<file path="src/rtl/vga_sync_output.sv">
// VGA timing generator: free-running h/v counters, one stage of decode (x/y, sync, blank),
// one stage of colour registration so RGB, sync and blank leave the block aligned.
module vga_sync_output #(
  parameter int unsigned H_VISIBLE = 640,
  parameter int unsigned H_FRONT   = 16,
  parameter int unsigned H_SYNC    = 96,
  parameter int unsigned H_BACK    = 48,
  parameter int unsigned V_VISIBLE = 480,
  parameter int unsigned V_FRONT   = 10,
  parameter int unsigned V_SYNC    = 2,
  parameter int unsigned V_BACK    = 33
) (
  input  logic        CLOCK_25,
  input  logic        RESET_N,
  input  logic [2:0]  color,
  output logic [11:0] x,
  output logic [11:0] y,
  output logic [3:0]  VGA_R,
  output logic [3:0]  VGA_G,
  output logic [3:0]  VGA_B,
  output logic        VGA_HS,
  output logic        VGA_VS,
  output logic        VGA_BLANK_N,
  output logic        frame_tick
);

  localparam int unsigned HTotal = H_VISIBLE + H_FRONT + H_SYNC + H_BACK;
  localparam int unsigned VTotal = V_VISIBLE + V_FRONT + V_SYNC + V_BACK;

  localparam logic [11:0] HVisEnd    = 12'(H_VISIBLE);
  localparam logic [11:0] HSyncStart = 12'(H_VISIBLE + H_FRONT);
  localparam logic [11:0] HSyncEnd   = 12'(H_VISIBLE + H_FRONT + H_SYNC);
  localparam logic [11:0] HLast      = 12'(HTotal - 1);
  localparam logic [11:0] VVisEnd    = 12'(V_VISIBLE);
  localparam logic [11:0] VSyncStart = 12'(V_VISIBLE + V_FRONT);
  localparam logic [11:0] VSyncEnd   = 12'(V_VISIBLE + V_FRONT + V_SYNC);
  localparam logic [11:0] VLast      = 12'(VTotal - 1);

  logic [11:0] h_cnt_q, h_cnt_d;
  logic [11:0] v_cnt_q, v_cnt_d;
  logic        h_wrap;
  logic        active_d, active_q;
  logic        hs_d, hs_q;
  logic        vs_d, vs_q;
  logic [11:0] x_d, y_d;
  logic        frame_tick_d;
  logic [3:0]  r_d, g_d, b_d;

  always_comb begin
    h_wrap  = (h_cnt_q == HLast);
    h_cnt_d = h_wrap ? 12'd0 : h_cnt_q + 12'd1;
    v_cnt_d = v_cnt_q;
    if (h_wrap) begin
      v_cnt_d = (v_cnt_q == VLast) ? 12'd0 : v_cnt_q + 12'd1;
    end

    // Stage-1 decode of the current counter pair
    active_d     = (h_cnt_q < HVisEnd) && (v_cnt_q < VVisEnd);
    x_d          = active_d ? h_cnt_q + 12'd1 : 12'd0;
    y_d          = active_d ? v_cnt_q + 12'd1 : 12'd0;
    hs_d         = !((h_cnt_q >= HSyncStart) && (h_cnt_q < HSyncEnd));
    vs_d         = !((v_cnt_q >= VSyncStart) && (v_cnt_q < VSyncEnd));
    frame_tick_d = (h_cnt_q == 12'd0) && (v_cnt_q == 12'd0);

    // Stage 2: colour arrives combinationally from x/y, gated by the matching active bit
    r_d = active_q ? {4{color[2]}} : 4'h0;
    g_d = active_q ? {4{color[1]}} : 4'h0;
    b_d = active_q ? {4{color[0]}} : 4'h0;
  end

  always_ff @(posedge CLOCK_25) begin
    if (!RESET_N) begin
      h_cnt_q     <= 12'd0;
      v_cnt_q     <= 12'd0;
      x           <= 12'd0;
      y           <= 12'd0;
      active_q    <= 1'b0;
      hs_q        <= 1'b1;
      vs_q        <= 1'b1;
      frame_tick  <= 1'b0;
      VGA_R       <= 4'h0;
      VGA_G       <= 4'h0;
      VGA_B       <= 4'h0;
      VGA_HS      <= 1'b1;
      VGA_VS      <= 1'b1;
      VGA_BLANK_N <= 1'b0;
    end else begin
      h_cnt_q     <= h_cnt_d;
      v_cnt_q     <= v_cnt_d;
      x           <= x_d;
      y           <= y_d;
      active_q    <= active_d;
      hs_q        <= hs_d;
      vs_q        <= vs_d;
      frame_tick  <= frame_tick_d;
      VGA_R       <= r_d;
      VGA_G       <= g_d;
      VGA_B       <= b_d;
      VGA_HS      <= hs_q;
      VGA_VS      <= vs_q;
      VGA_BLANK_N <= active_q;
    end
  end

endmodule
</file>
<file path="config.mk">
export PLATFORM = sky130hd
export DESIGN_NAME = vga_sync_output
export DESIGN_NICKNAME = d
export VERILOG_FILES = /design/src/rtl/vga_sync_output.sv
export SDC_FILE = /design/constraint.sdc
export NUM_CORES = 1
export LEC_CHECK = 0
export ABC_AREA = 1
export CAP_MARGIN = 0
export CORE_UTILIZATION = 46
export DETAILED_ROUTE_END_ITERATION = 8
export GPL_ROUTABILITY_DRIVEN = 0
export PLACE_DENSITY = 0.75
export SYNTH_ARGS = -nofsm -noshare
export SYNTH_HDL_FRONTEND = slang
export SYNTH_SLANG_ARGS = --single-unit
</file>
<file path="constraint.sdc">
create_clock -name CLOCK_25 -period 1.4 [get_ports CLOCK_25]
set_input_delay 0.14 -clock CLOCK_25 [delete_from_list [all_inputs] [get_ports CLOCK_25]]
set_output_delay 0.14 -clock CLOCK_25 [all_outputs]
set_load 0.05 [all_outputs]
</file>
### Word-level counts from Yosys, hierarchy flattened

Index checks and enable logic that the tools add are counted.

* output and inout bits: 40
* register bits after elaboration: 58

* eq/ne operators: 2
* add/subtract/negate cells: 2
* muxes and demuxes: 1
* bitwise operators: 1
* magnitude comparators: 6
* reduce and logical (&&, ||, !) cells: 11

Operators with widths (count)
* adder 12 x 1 -> 12 bit, second input constant: 2
* == test 12 x 10 -> 1 bit, second input constant: 2
* zero test 12 bit: 2
* less-than comparator 12 x 10 -> 1 bit, second input constant: 2
* less-than comparator 12 x 9 -> 1 bit, second input constant: 2
* greater-or-equal comparator 12 x 10 -> 1 bit, second input constant: 1
* greater-or-equal comparator 12 x 9 -> 1 bit, second input constant: 1
* 2-to-1 mux 12 bit: 1
* logical AND 1 bit: 4
* AND reduction 2 bit: 2
* zero test 1 bit: 2
* OR reduction 2 bit: 1
* inverter 1 bit: 1

### Longest topological paths before layout

Gate-level depths: netlist of the first run.

* word-level depth: 3
* mapped depth: 9
* depth with buffers taken out: 9

### Least setup slack after synthesis of the first run

Ideal clock, no wire load.

* path type: register -> register
* start point: reg h_cnt_q[0]
* end point: reg h_cnt_q[7]
* setup time: 0.118 ns
* clock period less this slack: 1.379 ns
* data arrival time: 1.261 ns
* stages on the path, launching flop included: 10
* path slack: 0.021 ns
* cells stage by stage: dfxtp_1 -> ha_1 -> nand3_2 -> inv_1 -> nand2_1 -> nor2_2 -> nor2_2 -> inv_1 -> buf_4 -> nor2_1

* cells in the longest elaborated chain, start to end: 2

Ends and longest elaborated chain
* start, declared: line 39 `logic [11:0] h_cnt_q, h_cnt_d;`
* start signal, assigned: line 88 `h_cnt_q <= h_cnt_d;`
* parallel branches: the longest is 2 deep, another holds adder 12 x 1 -> 12 bit

Several ways; the timed one is not identified.
A chain may end at the register's enable or synchronous reset.

### Final worst setup path of the first run

* start point: reg v_cnt_q[3]
* end point: reg v_cnt_q[8]

* cells in the longest elaborated chain, start to end: 2

Ends and longest elaborated chain
* start, declared: line 40 `logic [11:0] v_cnt_q, v_cnt_d;`
* start signal, assigned: line 89 `v_cnt_q <= v_cnt_d;`
* adder 12 x 1 -> 12 bit or == test 12 x 10 -> 1 bit (tied branches): line 54 `v_cnt_d = (v_cnt_q == VLast) ? 12'd0 : v_cnt_q + 12'd1;`
* 2-to-1 mux 12 bit (*): line 54

Every way passes the cells marked *; elsewhere a longest branch is shown, timed or not.

==> metrics, run 1 <==
# setup viols final 1; first-pass GRT wire length 8073 um; Post-Syn Area 2311 um^2; Max-Cap Viols 0; layout cell share with drive strength beyond 1 28.49%; 1st-iter DRT viols 151; Fin. Hold Viols 0; DRT Pass-1 Iters 4; worst-path fanout max 6; Post-DP Area 2917 um^2; crit-path cells nand2_1 -> nor2_1 -> nand2_1 -> xor2_1 -> o21ai_1; cts bufs inserted 9; status complete, but fails checks; Worst setup SP type register; CTS tree yes; pin count of the biggest net entering global routing 14; Final Non-Filler Cells 432; cell area after layout 3277 um^2; Vias/cell 4.856; Die ar. 5311 um^2; drt wl/cell 12.49 um; die height 72.88 um; Via Count 2,098; Required @ worst endpoint 1630 ps; H-tree depth 3; area grow syn2layout 41.80%; period utilization 101.1%; count of cell types in the netlist 27; fillers 369; CP most frequent cell nand2_1; sequential fraction of the synthesis area 50.24%; CP Capture Type register; Die X-Extent 72.88 um; Starting Density 48.29%; # DRC 0; Power Dens Cells 1111 nW/um^2; Core Footprint 4786 um^2; antenna cells 0; Layout Utilization 68.47%; Core Rows 25; crit path max-delay cell type dfxtp_1; Gate Count Post-Synth 297; gr ovfl total 0; Max Buffers Root-to-Sink 2; Synth warnings 0; Crit Path Class reg -> reg; clock skew 4.929 ps; flops & latches, synth 58; port bufs 44; final WL 5395 um; Root Driver clkbuf_8; Post-Syn Area per Cell 7.781 um^2; failing checks setup timing; Overall Power 3.641 mW; CP top delay family simple AND/OR/NAND/NOR gates; number of routed nets with antenna violations 0; DP Worst Slack -41.06 ps; peak supply drop 0.6605 mV; CTS Sinks 58; CP Buf/Inv Count 0; gr usage total 20.39%; Cells after DPL 412; fin nets 370; initial antenna violation count 0; worst skew pair latency 340 ps; Hold Crit Class in -> reg; IO Pins 45; Final WS setup -15.01 ps; Arr. time, crit path 1640 ps; setup TNS -15.01 ps; hpwl dp 3410 um; Largest stage delay, worst path 440 ps; Leak 1.404 nW; vias in the first global route 1,857; Hold Slack 327.8 ps; Max Slew Vio Count 0; Worst-path clk slew 60 ps; Max Clk Rate 0.7067 GHz; fin crit period 1415 ps
==> metal layers <==
layer / track usage [%] / share of wire (%) / routed length (um)
met1: 23.67 / 40 / 2148
met2: 34.16 / 52 / 2810
met3: 5.939 / 6.1 / 329
met4: 10.46 / 2.0 / 108
met5: 0 / 0 / 0
==> state kept, by name (all words and copies together), names as in the netlist <==
| signal | cells |
|---|---|
| VGA_B | 1 |
| VGA_BLANK_N | 1 |
| VGA_G | 1 |
| VGA_HS | 1 |
| VGA_R | 1 |
| VGA_VS | 1 |
| active_q | 1 |
| frame_tick | 1 |
| h_cnt_q | 12 |
| hs_q | 1 |
| v_cnt_q | 12 |
| vs_q | 1 |
| x | 12 |
| y | 12 |
==> kinds of logic after synthesis <==
| group | share of synthesized area, % |
|---|---|
| AOI/OAI and AO/OA | 3.519 |
| xor gates and xnor gates | 4.927 |
| adders and majority gates | 2.166 |
| buffers and inverters | 10.07 |
| DFF | 50.24 |
| other | 0.1623 |
| and+or+nand+nor | 28.91 |
==> power breakdown <==
part	switching [mW]	total [mW]	internal (mW)	leakage, nW
clock	0.636	1.59	0.955	0.106
sequential	0.0262	1.71	1.69	0.474
combinational	0.202	0.338	0.136	0.824
==> cells in the final DEF, fill, tap and decap left out, drive strengths merged <==
cell type	n
nand3b	1
xor2	11
nor3	3
clkdlybuf4s50	4
nor4	1
a21oi	3
clkbuf	13
inv	35
o21ai	11
conb	5
ha	4
dfxtp	58
nand2	56
nand4	4
o21a	1
bufinv	1
xnor2	2
nor2	67
buf	58
or2	2
nand3	24
clkinv	1
==> path summary, 6_finish.rpt <==
| check | slack [ps] | endpoint | start | cells past startpoint |
|---|---|---|---|---|
| hold reg to reg | 420 | VGA_VS | vs_q | 1 |
| hold / removal | 330 | VGA_R[0] | color[2] | 3 |
| setup / recovery | -20 | v_cnt_q[8] | v_cnt_q[3] | 5 |
| setup reg to reg | -20 | v_cnt_q[8] | v_cnt_q[3] | 5 |
==> worst reg2reg max path: cells and delay by family, from the launching register on <==
kind,cells,cell delay (ps)
AND/OR/NAND/NOR,3,570
flip-flops,1,440
AO/OA/AOI/OAI,1,90
XOR/XNOR,1,210
==> repair_timing <==
item,4_1_cts,5_1_grt
endpoints found under the setup margin,13,43
resized for setup,5,25
hold buffers,0,0
setup buffers,0,3
pin swaps,1,5
gates cloned,0,2
==> cell usage after synthesis <==
master | instances | area (um^2)
nand3b_1 | 1 | 7.510
buf_6 | 1 | 11.26
ha_1 | 4 | 50.05
o21ai_0 | 1 | 5.000
buf_2 | 3 | 15.01
nor3_1 | 2 | 10.01
dfxtp_1 | 58 | 1161
nand4_1 | 4 | 25.02
o21a_1 | 1 | 7.510
nand3_2 | 2 | 20.02
xnor2_1 | 2 | 17.52
nor3_2 | 1 | 10.01
nor4_1 | 1 | 6.260
nor2_2 | 3 | 18.77
nor2_1 | 64 | 240.2
xor2_1 | 11 | 96.34
nand2_1 | 55 | 206.5
inv_1 | 34 | 127.6
or2_2 | 2 | 12.51
conb_1 | 1 | 3.750
buf_4 | 10 | 75.07
nand2_2 | 1 | 6.260
inv_2 | 1 | 3.750
nand3_1 | 21 | 105.1
a21oi_1 | 2 | 10.01
a21oi_2 | 1 | 8.760
o21ai_1 | 10 | 50.05
==> area by class of cell <==
type	instances	area, um^2	area share, %
Clock inverter	2	35.03	1.069
Sequential cell	58	1167	35.62
Tap cell	67	83.83	2.558
Clock buffer	13	168.9	5.155
Timing Repair Buffer	62	658.1	20.08
Inverter	35	131.4	4.009
Multi-Input combinational cell	195	1032	31.50
(Power assumes the default switching activity.)
==> inputs of run 2 (changes only) <==
CORE_ASPECT_RATIO = 0.8   (was default)
==> metrics, run 2 (synthesis gave the netlist of run 1 again) <==
final WL 5139 um (-4.7%); worst-path fanout max 4 (-2); Hold Crit Class in -> reg; pin count of the biggest net entering global routing 21 (+7); antenna cells 0 (unchanged); IO Pins 45 (unchanged); layout cell share with drive strength beyond 1 28.49% (unchanged); Required @ worst endpoint 1630 ps (about the same); Hold Buf Count CTS 0 (unchanged); Arr. time, crit path 1550 ps (-90 ps); # setup viols final 0 (-1); port bufs 44 (unchanged); Worst setup SP type register; area grow syn2layout 40.01%; most common cell after layout, fill and taps aside nor2_1; fin crit period 1322 ps (-93.36 ps); peak supply drop 0.7327 mV (+11%); CP Capture Type register; gr ovfl total 0 (unchanged); Max Buffers Root-to-Sink 2 (unchanged); Fin. Hold Viols 0 (unchanged); hpwl dp 3516 um (+3.1%); H-tree depth 3 (unchanged); number of routed nets with antenna violations 0 (unchanged); Layout Utilization 68.74% (+0.27 points); gr usage total 21.86% (+1.5 points); drt wl/cell 12.09 um (-3.2%); first-pass GRT wire length 8307 um (+2.9%); cts bufs inserted 9 (unchanged); fin nets 370 (unchanged); commonest non-fill, non-tap cells in the layout 59 x nor2_1, 54 x dfxtp_1, 51 x nand2_1; Post-DP Area 2935 um^2 (+0.64%); Die X-Extent 81.25 um (+11%); Max Slew Vio Count 0 (unchanged); Crit Path Class reg -> reg; Core Footprint 4707 um^2 (-1.6%); Max Clk Rate 0.7566 GHz (+7.1%); Core Rows 22 (-12%); CTS Sinks 58 (unchanged); Worst-path clk slew 60 ps (about the same); Starting Density 49.10% (+0.81 points); clock skew 9.255 ps (+4.326 ps); vias in the first global route 1,838 (-1.0%); Via Count 2,000 (-4.7%); initial antenna violation count 0 (unchanged); 1st-iter DRT viols 140 (-7.3%); Leak 1.399 nW (-0.33%); cell area after layout 3236 um^2 (-1.3%); Max-Cap Viols 0 (unchanged); worst skew pair latency 350 ps (about the same); period utilization 94.40% (-6.7 points); Root Driver clkbuf_8; DRT Pass-1 Iters 4 (unchanged); status finished clean; CTS tree yes; Vias/cell 4.706 (-3.1%); die height 65.40 um (-10%); Die ar. 5313 um^2 (about the same); Overall Power 3.401 mW (-6.6%); Power Dens Cells 1051 nW/um^2 (-5.4%); # DRC 0 (unchanged)
-- run 2: cell type report --
type	count	area [um^2]
Clock buffer	12	155.1
Sequential cell	58	1166
Fill cell	405	1471
Tap cell	60	75.07
Inverter	35	131.4
Multi-Input combinational cell	195	1035
Timing Repair Buffer	62	658.1
Clock inverter	3	15.01
-- run 2: power breakdown --
| part | leakage, nW | total, mW | switching [mW] | internal (mW) |
|---|---|---|---|---|
| logic | 0.833 | 0.341 | 0.201 | 0.140 |
| clock network | 0.0920 | 1.35 | 0.628 | 0.719 |
| registers | 0.474 | 1.71 | 0.0274 | 1.69 |
-- run 2: critical path: stages, from the launching register on --
cell and delay [ps]:
dfxtp_1 340, inv_1 110, ha_1 150, nand2_1 80, nor2_2 140, nand3_2 170
nand3_4 170, o21ai_2 50
-- run 2: worst paths after layout --
check | cells past startpoint | to | slack [ps] | start
max | 7 | v_cnt_q[2] | 80 | v_cnt_q[1]
min | 3 | VGA_B[0] | 320 | color[0]
max reg2reg | 7 | v_cnt_q[2] | 80 | v_cnt_q[1]
min reg2reg | 1 | VGA_HS | 420 | hs_q
-- run 2: layer usage --
layer | global-route usage (%) | share of wire [%]
met5 | 0 | 0
met1 | 26.19 | 47
met3 | 9.861 | 6.7
met2 | 32.14 | 44
met4 | 12.50 | 1.9
-- run 2: what timing repair did --
| action | in CTS | in global routing |
|---|---|---|
| buffers inserted | 0 | 2 |
| gates resized for setup | 5 | 24 |
| endpoints found under the setup margin | 21 | 43 |
| gates cloned | 0 | 1 |
| pin swaps | 1 | 5 |
-- run 2: stage by stage --
stage	hold WS (ps)	std cells	setup TNS [ps]	worst slack (ps)
after floorplan	252.2	301	0	21.30
after global placement	397.0	407	-323.9	-36.97
after detailed placement	398.8	407	-598.9	-49.53
after CTS	310.7	422	0	9.678
after global routing	338.1	425	-22.75	-20.12
final	323.3	425	0	78.35
==> inputs of run 3 (changes only) <==
CORE_UTILIZATION = 30   (was 46)
PLACE_DENSITY = default   (was 0.75)
==> metrics, run 3 (synthesis gave the netlist of run 1 again) <==
status finished clean; port bufs 44 (unchanged); 1st-iter DRT viols 120 (-14%); Root Driver clkbuf_8; fillers 754 (+86%); DRT Pass-1 Iters 4 (unchanged); Die ar. 8060 um^2 (+52%); initial antenna violation count 0 (unchanged); first-pass GRT wire length 8418 um (+1.3%); Layout Utilization 44.61% (-24 points); final WL 5184 um (+0.88%); hpwl dp 3565 um (+1.4%); Starting Density 31.12% (-18 points); fin nets 370 (unchanged); CTS Sinks 58 (unchanged); FF-to-FF path depth 9 (+2); vias in the first global route 1,782 (-3.0%); period utilization 94.92% (+0.52 points); CP Capture Type register; worst skew pair latency 340 ps (about the same); cell area after layout 3313 um^2 (+2.4%); CTS tree yes; fin crit period 1329 ps (+7.238 ps); Max-Cap Viols 0 (unchanged); layout cell share with drive strength beyond 1 28.69% (+0.20 points); Crit Path Class reg -> reg; H-tree depth 3 (unchanged); Via Count 1,959 (-2.1%); die height 80.50 um (+23%); DP Worst Slack -65.43 ps (-15.90 ps); antenna cells 0 (unchanged); gr ovfl total 0 (unchanged); Die X-Extent 100.1 um (+23%); worst-path fanout max 5 (+1); cts bufs inserted 9 (unchanged); Overall Power 3.734 mW (+9.8%); flop-to-flop setup slack 70 ps (about the same); Max Slew Vio Count 0 (unchanged); Core Footprint 7427 um^2 (+58%); Fin. Hold Viols 0 (unchanged); Post-DP Area 2987 um^2 (+1.7%); Arr. time, crit path 1560 ps (about the same); Multi-input gate area 1011 um^2 (-2.3%); Max Buffers Root-to-Sink 2 (unchanged); Worst-path clk slew 70 ps (about the same); pin count of the biggest net entering global routing 12 (-43%); Core Rows 28 (+27%); setup TNS 0 ps (unchanged); number of routed nets with antenna violations 0 (unchanged); Power Dens Cells 1127 nW/um^2 (+7.2%); Required @ worst endpoint 1630 ps (about the same); Max Clk Rate 0.7525 GHz (-0.54%); gr usage total 14.00% (-7.9 points); Hold Crit Class in -> reg; clock skew 5.778 ps (-3.478 ps); area grow syn2layout 43.37%; worst hold stages 3 (unchanged); Vias/cell 4.159 (-12%); # DRC 0 (unchanged); # setup viols final 0 (unchanged); commonest non-fill, non-tap cells in the layout 59 x nor2_1, 53 x nand2_1, 51 x dfxtp_1; peak supply drop 0.4976 mV (-32%); Final WS setup 71.11 ps (-7.238 ps); Leak 1.403 nW (+0.31%); drt wl/cell 11.01 um (-9.0%); FF/Latch Area 1170 um^2 (+0.32%); Worst setup SP type register; most common cell after layout, fill and taps aside nor2_1; IO Pins 45 (unchanged)
## run 3: cell types whose count changed in the layout (fill, tap and decap cells not counted), moves of 3 or more
cell     change
o21ai_2      -3
o21ai_1      +4
buf_4        +3
dfxtp_1      -3
dfxtp_2      +3
## run 3: layer usage
metal / up-vias / share of wire (%) / global-route usage, %
li1: 1030 / - / -
met1: 864 / 52 / 18.98
met2: 63 / 41 / 18.90
met3: 2 / 6.6 / 4.787
met4: 0 / 0.66 / 8.261
met5: - / 0 / 0
## run 3: what timing repair did
| item | in CTS | in global routing |
|---|---|---|
| pin swaps | 1 | 5 |
| setup endpoints to repair | 9 | 44 |
| cloned | 0 | 1 |
| hold buffers | 0 | 0 |
| resized for setup | 2 | 29 |
| setup buffers | 0 | 1 |
## run 3: cell type report
type	count	area share [%]
clock buffer	9	3.739
clock inverter	7	2.832
inverter	35	4.041
multi-input combinational	194	30.51
sequential	58	35.31
tap	105	3.965
timing repair buffer	63	19.60
## run 3: where the power goes
part           leakage, nW  internal (mW)  switching (mW)
combinational        0.823          0.133           0.199
sequential           0.475           1.69          0.0254
clock                0.105          0.997           0.695
## run 3: path summary, 6_finish.rpt
path | end | startpoint
worst min-delay path | VGA_B[0] | color[0]
worst min register to register | VGA_VS | vs_q
worst max-delay path | v_cnt_q[7] | h_cnt_q[1]
worst max register to register | v_cnt_q[7] | h_cnt_q[1]
## run 3: stage by stage
stage	cells	hold slack, ps
after global placement	453	399.4
after floorplan	301	252.2
after CTS	469	306.0
after detailed placement	453	402.2
final	471	325.5
after global routing	471	335.8
## run 3: worst max-delay path, stage by stage, from the launching register on
cell and delay (ps):
dfxtp_2 350, ha_4 150, nand3_4 80, inv_4 80, nand2_4 50, nor2_4 180
nor2_4 60, buf_4 160, nand2_1 50, o21ai_1 50
